**src/rtl/eviction_write_buffer.sv**
```systemverilog
// Line-granular eviction write buffer between the data cache and the memory arbiter.
// Absorbs dirty-line writebacks, coalesces same-line writes and serves read hits from buffered lines.
module eviction_write_buffer #(
  parameter int unsigned DEPTH = 4
) (
  input  logic                   clk,
  input  logic                   rst,
  input  logic [31:0]            mem_address,
  input  logic                   mem_read,
  input  logic                   mem_write,
  input  logic [255:0]           mem_wdata,
  output logic [255:0]           mem_rdata,
  output logic                   mem_resp,
  output logic [31:0]            pmem_address,
  output logic                   pmem_read,
  output logic                   pmem_write,
  output logic [255:0]           pmem_wdata,
  input  logic [255:0]           pmem_rdata,
  input  logic                   pmem_resp,
  output logic [$clog2(DEPTH):0] count,
  output logic                   empty
);

  localparam int unsigned PTR_W = $clog2(DEPTH);
  localparam int unsigned CNT_W = PTR_W + 1;
  localparam logic [PTR_W-1:0] PTR_ONE  = PTR_W'(1);
  localparam logic [CNT_W-1:0] CNT_ONE  = CNT_W'(1);
  localparam logic [CNT_W-1:0] CNT_FULL = CNT_W'(DEPTH);

  typedef enum logic [1:0] {
    S_IDLE  = 2'd0,
    S_FILL  = 2'd1,
    S_DRAIN = 2'd2,
    S_ACK   = 2'd3
  } state_e;

  state_e             state_q, state_d;
  logic [PTR_W-1:0]   head_q, head_d;
  logic [PTR_W-1:0]   tail_q, tail_d;
  logic [CNT_W-1:0]   count_q, count_d;
  logic [DEPTH-1:0]   valid_q, valid_d;
  logic [26:0]        tag_q  [DEPTH];
  logic [26:0]        tag_d  [DEPTH];
  logic [255:0]       line_q [DEPTH];
  logic [255:0]       line_d [DEPTH];
  logic [255:0]       mem_rdata_q, mem_rdata_d;
  logic [255:0]       pmem_wdata_q, pmem_wdata_d;
  logic [31:0]        pmem_address_q, pmem_address_d;

  logic [26:0]        req_tag_s;
  logic [DEPTH-1:0]   hit_vec_s;
  logic               hit_s;
  logic [PTR_W-1:0]   hit_idx_s;
  logic               full_s;
  logic               unused_s;

  assign req_tag_s = mem_address[31:5];
  assign unused_s  = ^mem_address[4:0];
  assign hit_s     = |hit_vec_s;
  assign full_s    = (count_q == CNT_FULL);

  // Tag match across valid entries; coalescing keeps the match one-hot, so OR-encoding is exact.
  always_comb begin
    hit_vec_s = '0;
    hit_idx_s = '0;
    for (int i = 0; i < int'(DEPTH); i++) begin
      hit_vec_s[i] = valid_q[i] && (tag_q[i] == req_tag_s);
      hit_idx_s    = hit_idx_s | (hit_vec_s[i] ? PTR_W'(i) : '0);
    end
  end

  // Next-state and datapath: request arbitration in IDLE, arbiter handshakes in FILL/DRAIN.
  always_comb begin
    state_d        = state_q;
    head_d         = head_q;
    tail_d         = tail_q;
    count_d        = count_q;
    valid_d        = valid_q;
    tag_d          = tag_q;
    line_d         = line_q;
    mem_rdata_d    = mem_rdata_q;
    pmem_wdata_d   = pmem_wdata_q;
    pmem_address_d = pmem_address_q;

    case (state_q)
      S_IDLE: begin
        if (mem_read) begin
          if (hit_s) begin
            mem_rdata_d = line_q[hit_idx_s];
            state_d     = S_ACK;
          end else begin
            pmem_address_d = {req_tag_s, 5'd0};
            state_d        = S_FILL;
          end
        end else if (mem_write) begin
          if (hit_s) begin
            line_d[hit_idx_s] = mem_wdata;
            state_d           = S_ACK;
          end else if (!full_s) begin
            valid_d[tail_q] = 1'b1;
            tag_d[tail_q]   = req_tag_s;
            line_d[tail_q]  = mem_wdata;
            tail_d          = tail_q + PTR_ONE;
            count_d         = count_q + CNT_ONE;
            state_d         = S_ACK;
          end else begin
            // Full: make room first; the cache keeps the write asserted and IDLE retries it.
            pmem_address_d = {tag_q[head_q], 5'd0};
            pmem_wdata_d   = line_q[head_q];
            state_d        = S_DRAIN;
          end
        end else if (count_q != '0) begin
          pmem_address_d = {tag_q[head_q], 5'd0};
          pmem_wdata_d   = line_q[head_q];
          state_d        = S_DRAIN;
        end else begin
          state_d = S_IDLE;
        end
      end

      S_FILL: begin
        if (pmem_resp) begin
          mem_rdata_d = pmem_rdata;
          state_d     = S_ACK;
        end else begin
          state_d = S_FILL;
        end
      end

      S_DRAIN: begin
        if (pmem_resp) begin
          valid_d[head_q] = 1'b0;
          head_d          = head_q + PTR_ONE;
          count_d         = count_q - CNT_ONE;
          state_d         = S_IDLE;
        end else begin
          state_d = S_DRAIN;
        end
      end

      S_ACK: begin
        state_d = S_IDLE;
      end

      default: begin
        state_d = S_IDLE;
      end
    endcase
  end

  // State, storage and registered outputs with synchronous reset.
  always_ff @(posedge clk) begin
    if (rst) begin
      state_q        <= S_IDLE;
      head_q         <= '0;
      tail_q         <= '0;
      count_q        <= '0;
      valid_q        <= '0;
      mem_rdata_q    <= '0;
      pmem_wdata_q   <= '0;
      pmem_address_q <= '0;
      for (int i = 0; i < int'(DEPTH); i++) begin
        tag_q[i]  <= '0;
        line_q[i] <= '0;
      end
    end else begin
      state_q        <= state_d;
      head_q         <= head_d;
      tail_q         <= tail_d;
      count_q        <= count_d;
      valid_q        <= valid_d;
      mem_rdata_q    <= mem_rdata_d;
      pmem_wdata_q   <= pmem_wdata_d;
      pmem_address_q <= pmem_address_d;
      for (int i = 0; i < int'(DEPTH); i++) begin
        tag_q[i]  <= tag_d[i];
        line_q[i] <= line_d[i];
      end
    end
  end

  assign mem_resp     = (state_q == S_ACK);
  assign pmem_read    = (state_q == S_FILL);
  assign pmem_write   = (state_q == S_DRAIN);
  assign mem_rdata    = mem_rdata_q;
  assign pmem_address = pmem_address_q;
  assign pmem_wdata   = pmem_wdata_q;
  assign count        = count_q;
  assign empty        = (count_q == '0);

endmodule

```
**config.mk**
```make
export PLATFORM = sky130hd
export DESIGN_NAME = eviction_write_buffer
export DESIGN_NICKNAME = d
export VERILOG_FILES = /design/src/rtl/eviction_write_buffer.sv
export SDC_FILE = /design/constraint.sdc
export NUM_CORES = 2
export LEC_CHECK = 0
export CORE_AREA = 2 2 434 436
export DETAILED_ROUTE_END_ITERATION = 6
export DIE_AREA = 0 0 436 438
export PLACE_DENSITY_LB_ADDON = 0.3
export SLEW_MARGIN = 20
export SYNTH_ARGS = -nofsm -noshare
export SYNTH_HDL_FRONTEND = slang
export SYNTH_SLANG_ARGS = --single-unit
```
**constraint.sdc**
```tcl
create_clock -name clk -period 3.35 [get_ports clk]
set_input_delay 0.67 -clock clk [delete_from_list [all_inputs] [get_ports clk]]
set_output_delay 0.67 -clock clk [all_outputs]
set_load 0.03 [all_outputs]
```
Word level (Yosys, flattened, before mapping)
Index checks and enable logic that the tools add are counted.
{ "totals": {"ff_bits": 1689, "in_bits": 549, "out_inout_bits": 551, "word_cells": 146} }
{ "classes": {"addsub": 4, "order_cmp": 9, "eq_ne": 21, "mux": 62, "bitwise": 11, "reduce_logical": 23} }
{ "op_table": {"columns": ["operator", "count"], "rows": [
  ["$mux W256", 13],
  ["$bwmux W1024", 2],
  ["$mux W1024", 2],
  ["$bmux W256 S2", 2],
  ["$demux W256 S2", 2],
  ["$pmux W256 S2", 1],
  ["$mux W32", 6],
  ["$bwmux W108", 1],
  ["$eq A27 B27 Y1", 4],
  ["$mux W27", 3],
  ["$bmux W27 S2", 1],
  ["$demux W27 S2", 1],
  ["$mux W4", 5],
  ["$ne A2 B2 Y1 const B", 9],
  ["$mux W2", 8],
  ["$mux W3", 5],
  ["$reduce_and A5 Y1", 3],
  ["$ge A3 B3 Y1 const B", 3],
  ["$not A2 Y3", 3],
  ["$logic_and A1 B1 Y1", 8],
  ["$pmux W2 S4", 1],
  ["$pmux W4 S2", 1],
  ["$reduce_and A4 Y1", 2],
  ["$lt A2 B3 Y1 const B", 2],
  ["other kinds (26)", 42]
]} }

Longest topological paths before layout
{ "depth": {"depth_word": 12, "ltp_mapped": 13, "ltp_nobuf": 8} }

Least setup slack after synthesis
No wires, ideal clock.
{ "synth_timing": {"path_kind": "input -> register", "from": "input mem_address[30]", "to": "register mem_rdata_q[163] (netlist: mem_rdata[163])", "setup_ns": 0.117, "arrival_ns": 2.995, "required_ns": 3.233, "slack_ns": 0.237, "path_stages": 12, "path_buffers": 4, "cell_sequence": "buf_4 > xor2_1 > nand4bb_1 > nor4_1 > nand4_1 > clkbuf_1 > clkbuf_1 > clkbuf_1 > mux2i_1 > o22ai_1 > a211o_1 > a32o_1"} }
{ "synth_via": {"elab_chain_cells": 12, "elab_cells_between_ends": 23, "classes_between": "eq/ne: 5; mux: 9; bitwise: 3; reduce/logical: 6"} }
{ "synth_lines": {"columns": ["item", "line", "rtl"], "rows": [
  ["start, declared", "8", "input logic [31:0] mem_address,"],
  ["$eq A27 B27 Y1", "67", "hit_vec_s[i] = valid_q[i] && (tag_q[i] == req_tag_s);"],
  ["$logic_and A1 B1 Y1", "67", null],
  ["$mux W1 / $mux W2 (equally long branches)", "68", "hit_idx_s = hit_idx_s | (hit_vec_s[i] ? PTR_W'(i) : '0);"],
  ["$or A1 B2 Y2", "68", null],
  ["$or A2 B2 Y2", "68", null],
  ["$not A2 Y3 (not written as such)", "89", "mem_rdata_d = line_q[hit_idx_s];"],
  ["$bmux W256 S2", "89", null],
  ["$mux W256 (not written as such) (2 in series)", "89", null],
  ["$mux W256", "88", "if (hit_s) begin"],
  ["$mux W256", "87", "if (mem_read) begin"],
  ["$pmux W256 S2", "85", "case (state_q)"],
  ["end signal, assigned", "172", "mem_rdata_q <= mem_rdata_d;"],
  ["end, declared", "46", "logic [255:0] mem_rdata_q, mem_rdata_d;"]
]} }
Several ways; a longest one is shown, not always the timed one. The select of a mux whose other input is x is not followed.
A chain may end at the register's enable or synchronous reset.

Worst setup path in the final report
{ "layout_timing": {"from": "input mem_address[12]", "to": "register mem_rdata_q[122] (netlist: mem_rdata[122])"} }
The elaborated chain is that of the path after synthesis.

==> run metrics <==
DIE HEIGHT=438 um; dominant combinational cell family by area after synthesis=multiplexers; standby leakage power=38.2 nW; Clock Skews=0.0420 ns; core occupancy in the finished layout=55.0%; run status=finished, violations left; via count of the first global-routing pass=70,000; via count of the routed design=72,100; post-route clock period utilization=99.3%; kind of start point of the critical path=primary input; parity-gate share of the synthesized area counting xor and xnor cells=1.23%; DIE WIDTH=436 um; number of H-tree levels=4; cell with the largest stage delay on the worst path=sky130_fd_sc_hd__clkdlybuf4s50_1; post-synthesis compound-gate area fraction=15.9%; sum of routed wire length over all layers=310,000 um; fin. max-slew vios=0; gate count of the mapped netlist=8,455; gpl congestion=0.948; Crit Path Max Fanout=28; hold violation count in the final report=0; # hold bufs at CTS=0; sequential fraction of the synthesis area=42.7%; count of synthesis-stage warnings from yosys=0; MaxCap Viol Count=0; FMAX=301 MHz; HPWL Detailed=220,000 um; endpoint class of the critical path=flop; die area=0.191 mm2; fraction of the mapped netlist area in simple logic gates=17.2%; count of clock tree sinks=1,684; Remaining Overflow, GRT=0; predominant post-synthesis flop cell=sky130_fd_sc_hd__dfxtp_1; maximum number of pins on one net before global-route repair=146; post-layout power=0.0487 W; number of buffer and inverter stages on the critical path=4; Synth cell types=53; aggregate negative setup slack=0 ns; Worst VDD drop=0.389 mV; number of synthesized flops with an enable pin=0; Iter 0 DRT Violations=7,793; drc violations=2; nets@finish=10,100; Worst Hold Class=in2reg; tightest hold margin=0.234 ns; ratio of total power to cell area=475 mW/mm2; TritonCTS clock tree=done; number of rows created at floorplan=159; floorplan core area=0.187 mm2; violations in the final reports=design-rule violations; post-route minimum period=3.33 ns; Area Growth Syn to Fin=29.9%; fraction of final layout cells with drive strength greater than 1=12.6%; Antenna Violating Nets Remaining=0; fill cell instance count of the final layout=16,500; share of flip-flops with an asynchronous set or reset after synthesis=0%; Place WS=-1.04 ns; global-route total usage across every layer=31.0%; IO buf count=1,089; startpoint of the worst hold path=mem_address[8]; area share of fa/ha/maj cells after synthesis=0.152%; Via-to-Cell Ratio=5.91; crit path kind=in2reg; Boundary Pins=1,100; most frequent cells in the layout=1,681 x sky130_fd_sc_hd__dfxtp_1, 1,344 x sky130_fd_sc_hd__nand2_1, 1,084 x sky130_fd_sc_hd__clkdlybuf4s50_1; clock transition time at the flip-flop clock pins of the worst setup and hold paths=0.06 ns; ordered list of cells on the worst path=clkdlybuf4s50_1, xnor2_1, nand4_1, nor4_1, buf_4, nand4_1, nand2_4, buf_12, buf_12, o21ai_1, a221o_1, a32o_1; mapped cell area=0.0790 mm2; antenna violations before repair=74; Max Root-Sink Buffers=3; kind of cell adding the most delay to the critical path=buffers and inverters; startpoint of the worst-slack reg-to-reg timing path=tag_q[7]; global-route wire length before repair=458,000 um; first-pass iteration count of the detailed router=7; Finish-stage setup viols=0; data required time at the worst endpoint=4.09 ns; starting density of the core=42.3%; relative slew slack=14.1%; WP data arrival=4.06 ns; post-synthesis average cell area=9.34 um2; Critical Path Max Stage Delay=0.55 ns; most frequent standard cell in the layout excluding fill and tap cells=sky130_fd_sc_hd__dfxtp_1; worst-skew pair later-pin latency=0.87 ns; clock tree root buffer cell=sky130_fd_sc_hd__clkbuf_16; routed wire length per instance=25.4 um; worst slew pin tran=1.29 ns; start point of the critical path=mem_address[12]; number of buffers inserted during clock tree synthesis=182; multiplexer share of the synthesized area=18.2%; Worst Setup Slack, final=0.0243 ns; flops & latches, synth=1,684
-- report_power, final --
part | switching [W] | internal (W)
Sequential | 0.000333 | 0.0205
Combinational | 0.00420 | 0.00303
Clock | 0.00883 | 0.0119
Total | 0.0134 | 0.0354
-- worst paths after layout --
kind | slack (ns) | to | cells past startpoint
max | 0.02 | mem_rdata[122] | 12
min | 0.23 | tag_q[30] | 3
max reg2reg | 0.11 | mem_rdata[122] | 11
min reg2reg | 0.46 | mem_rdata[0] | 1
-- timing repair --
| action | CTS | global route |
|---|---|---|
| gates cloned | 0 | 2 |
| gates resized for setup | 4 | 21 |
| pin swaps | 1 | 4 |
| endpoints found under the setup margin | 222 | 401 |
| buffers inserted | 1 | 2 |
-- registers in the layout (all words and copies together) (netlist names) --
signal / flops
count: 3
head_q: 2
line_q: 1024
mem_rdata: 256
pmem_address: 27
pmem_wdata: 256
state_q: 2
tag_q: 108
tail_q: 2
valid_q: 4
-- through the flow --
stage,std cells,area (um2)
3_5_place_dp,11800,96200
3_3_place_gp,11800,96200
5_1_grt,12200,103000
6_report,12200,103000
2_1_floorplan,8459,79000
4_1_cts,12100,102000
-- metal layers --
layer | vias to the layer above | global-route usage [%] | wire length (um)
met3 | 694 | 5.53 | 24100
met2 | 3466 | 49.9 | 146000
met5 | - | 0 | 141
met1 | 35600 | 39.4 | 123000
li1 | 32300 | - | -
met4 | 20 | 17.5 | 17200
-- cell usage after synthesis, types with 33 or more instances --
master	number	share of area (%)
sky130_fd_sc_hd__o21ai_0	43	0.27
sky130_fd_sc_hd__o21ai_1	383	2.4
sky130_fd_sc_hd__xor2_1	49	0.54
sky130_fd_sc_hd__a211o_1	89	0.99
sky130_fd_sc_hd__buf_1	53	0.25
sky130_fd_sc_hd__nand2b_1	1028	8.1
sky130_fd_sc_hd__a32o_1	256	3.2
sky130_fd_sc_hd__a21oi_1	910	5.8
sky130_fd_sc_hd__nand4_1	33	0.26
sky130_fd_sc_hd__buf_2	134	0.85
sky130_fd_sc_hd__clkbuf_1	598	2.8
sky130_fd_sc_hd__a221o_1	168	2.1
sky130_fd_sc_hd__dfxtp_1	1684	43
sky130_fd_sc_hd__mux2i_1	796	10
sky130_fd_sc_hd__mux4_2	283	8.1
sky130_fd_sc_hd__nand3_1	262	1.7
sky130_fd_sc_hd__o22ai_1	88	0.70
sky130_fd_sc_hd__xnor2_1	62	0.69
sky130_fd_sc_hd__nand2_1	1346	6.4
-- worst register-to-register path, cell delays in order (launching register included) --
cell	delay, ns
sky130_fd_sc_hd__dfxtp_1	0.33
sky130_fd_sc_hd__xnor2_1	0.36
sky130_fd_sc_hd__nand4_1	0.14
sky130_fd_sc_hd__nor4_1	0.39
sky130_fd_sc_hd__buf_4	0.17
sky130_fd_sc_hd__nand4_1	0.24
sky130_fd_sc_hd__nand2_4	0.19
sky130_fd_sc_hd__buf_12	0.20
sky130_fd_sc_hd__buf_12	0.30
sky130_fd_sc_hd__o21ai_1	0.14
sky130_fd_sc_hd__a221o_1	0.38
sky130_fd_sc_hd__a32o_1	0.28
-- logic make-up after synthesis --
group	Yosys count
AOI/OAI and AO/OA	1975
xor gates and xnor gates	111
adders and majority gates	9
buffers and inverters	848
DFF	1684
muxes	1080
other	1
and+or+nand+nor	2747
-- area by class of cell --
type                    count  area [um2]  share of cell area (%)
inverters                  10        45.0                  0.0439
clock inverters            60         723                   0.705
clock buffers             271        5370                    5.24
well taps                2495        3120                    3.04
multi-input cells        5927       41800                    40.7
repair buffers           1701       17700                    17.3
flip-flops and latches   1684       33700                    32.9
diodes                     65         163                   0.159
(Power assumes the default switching activity.)
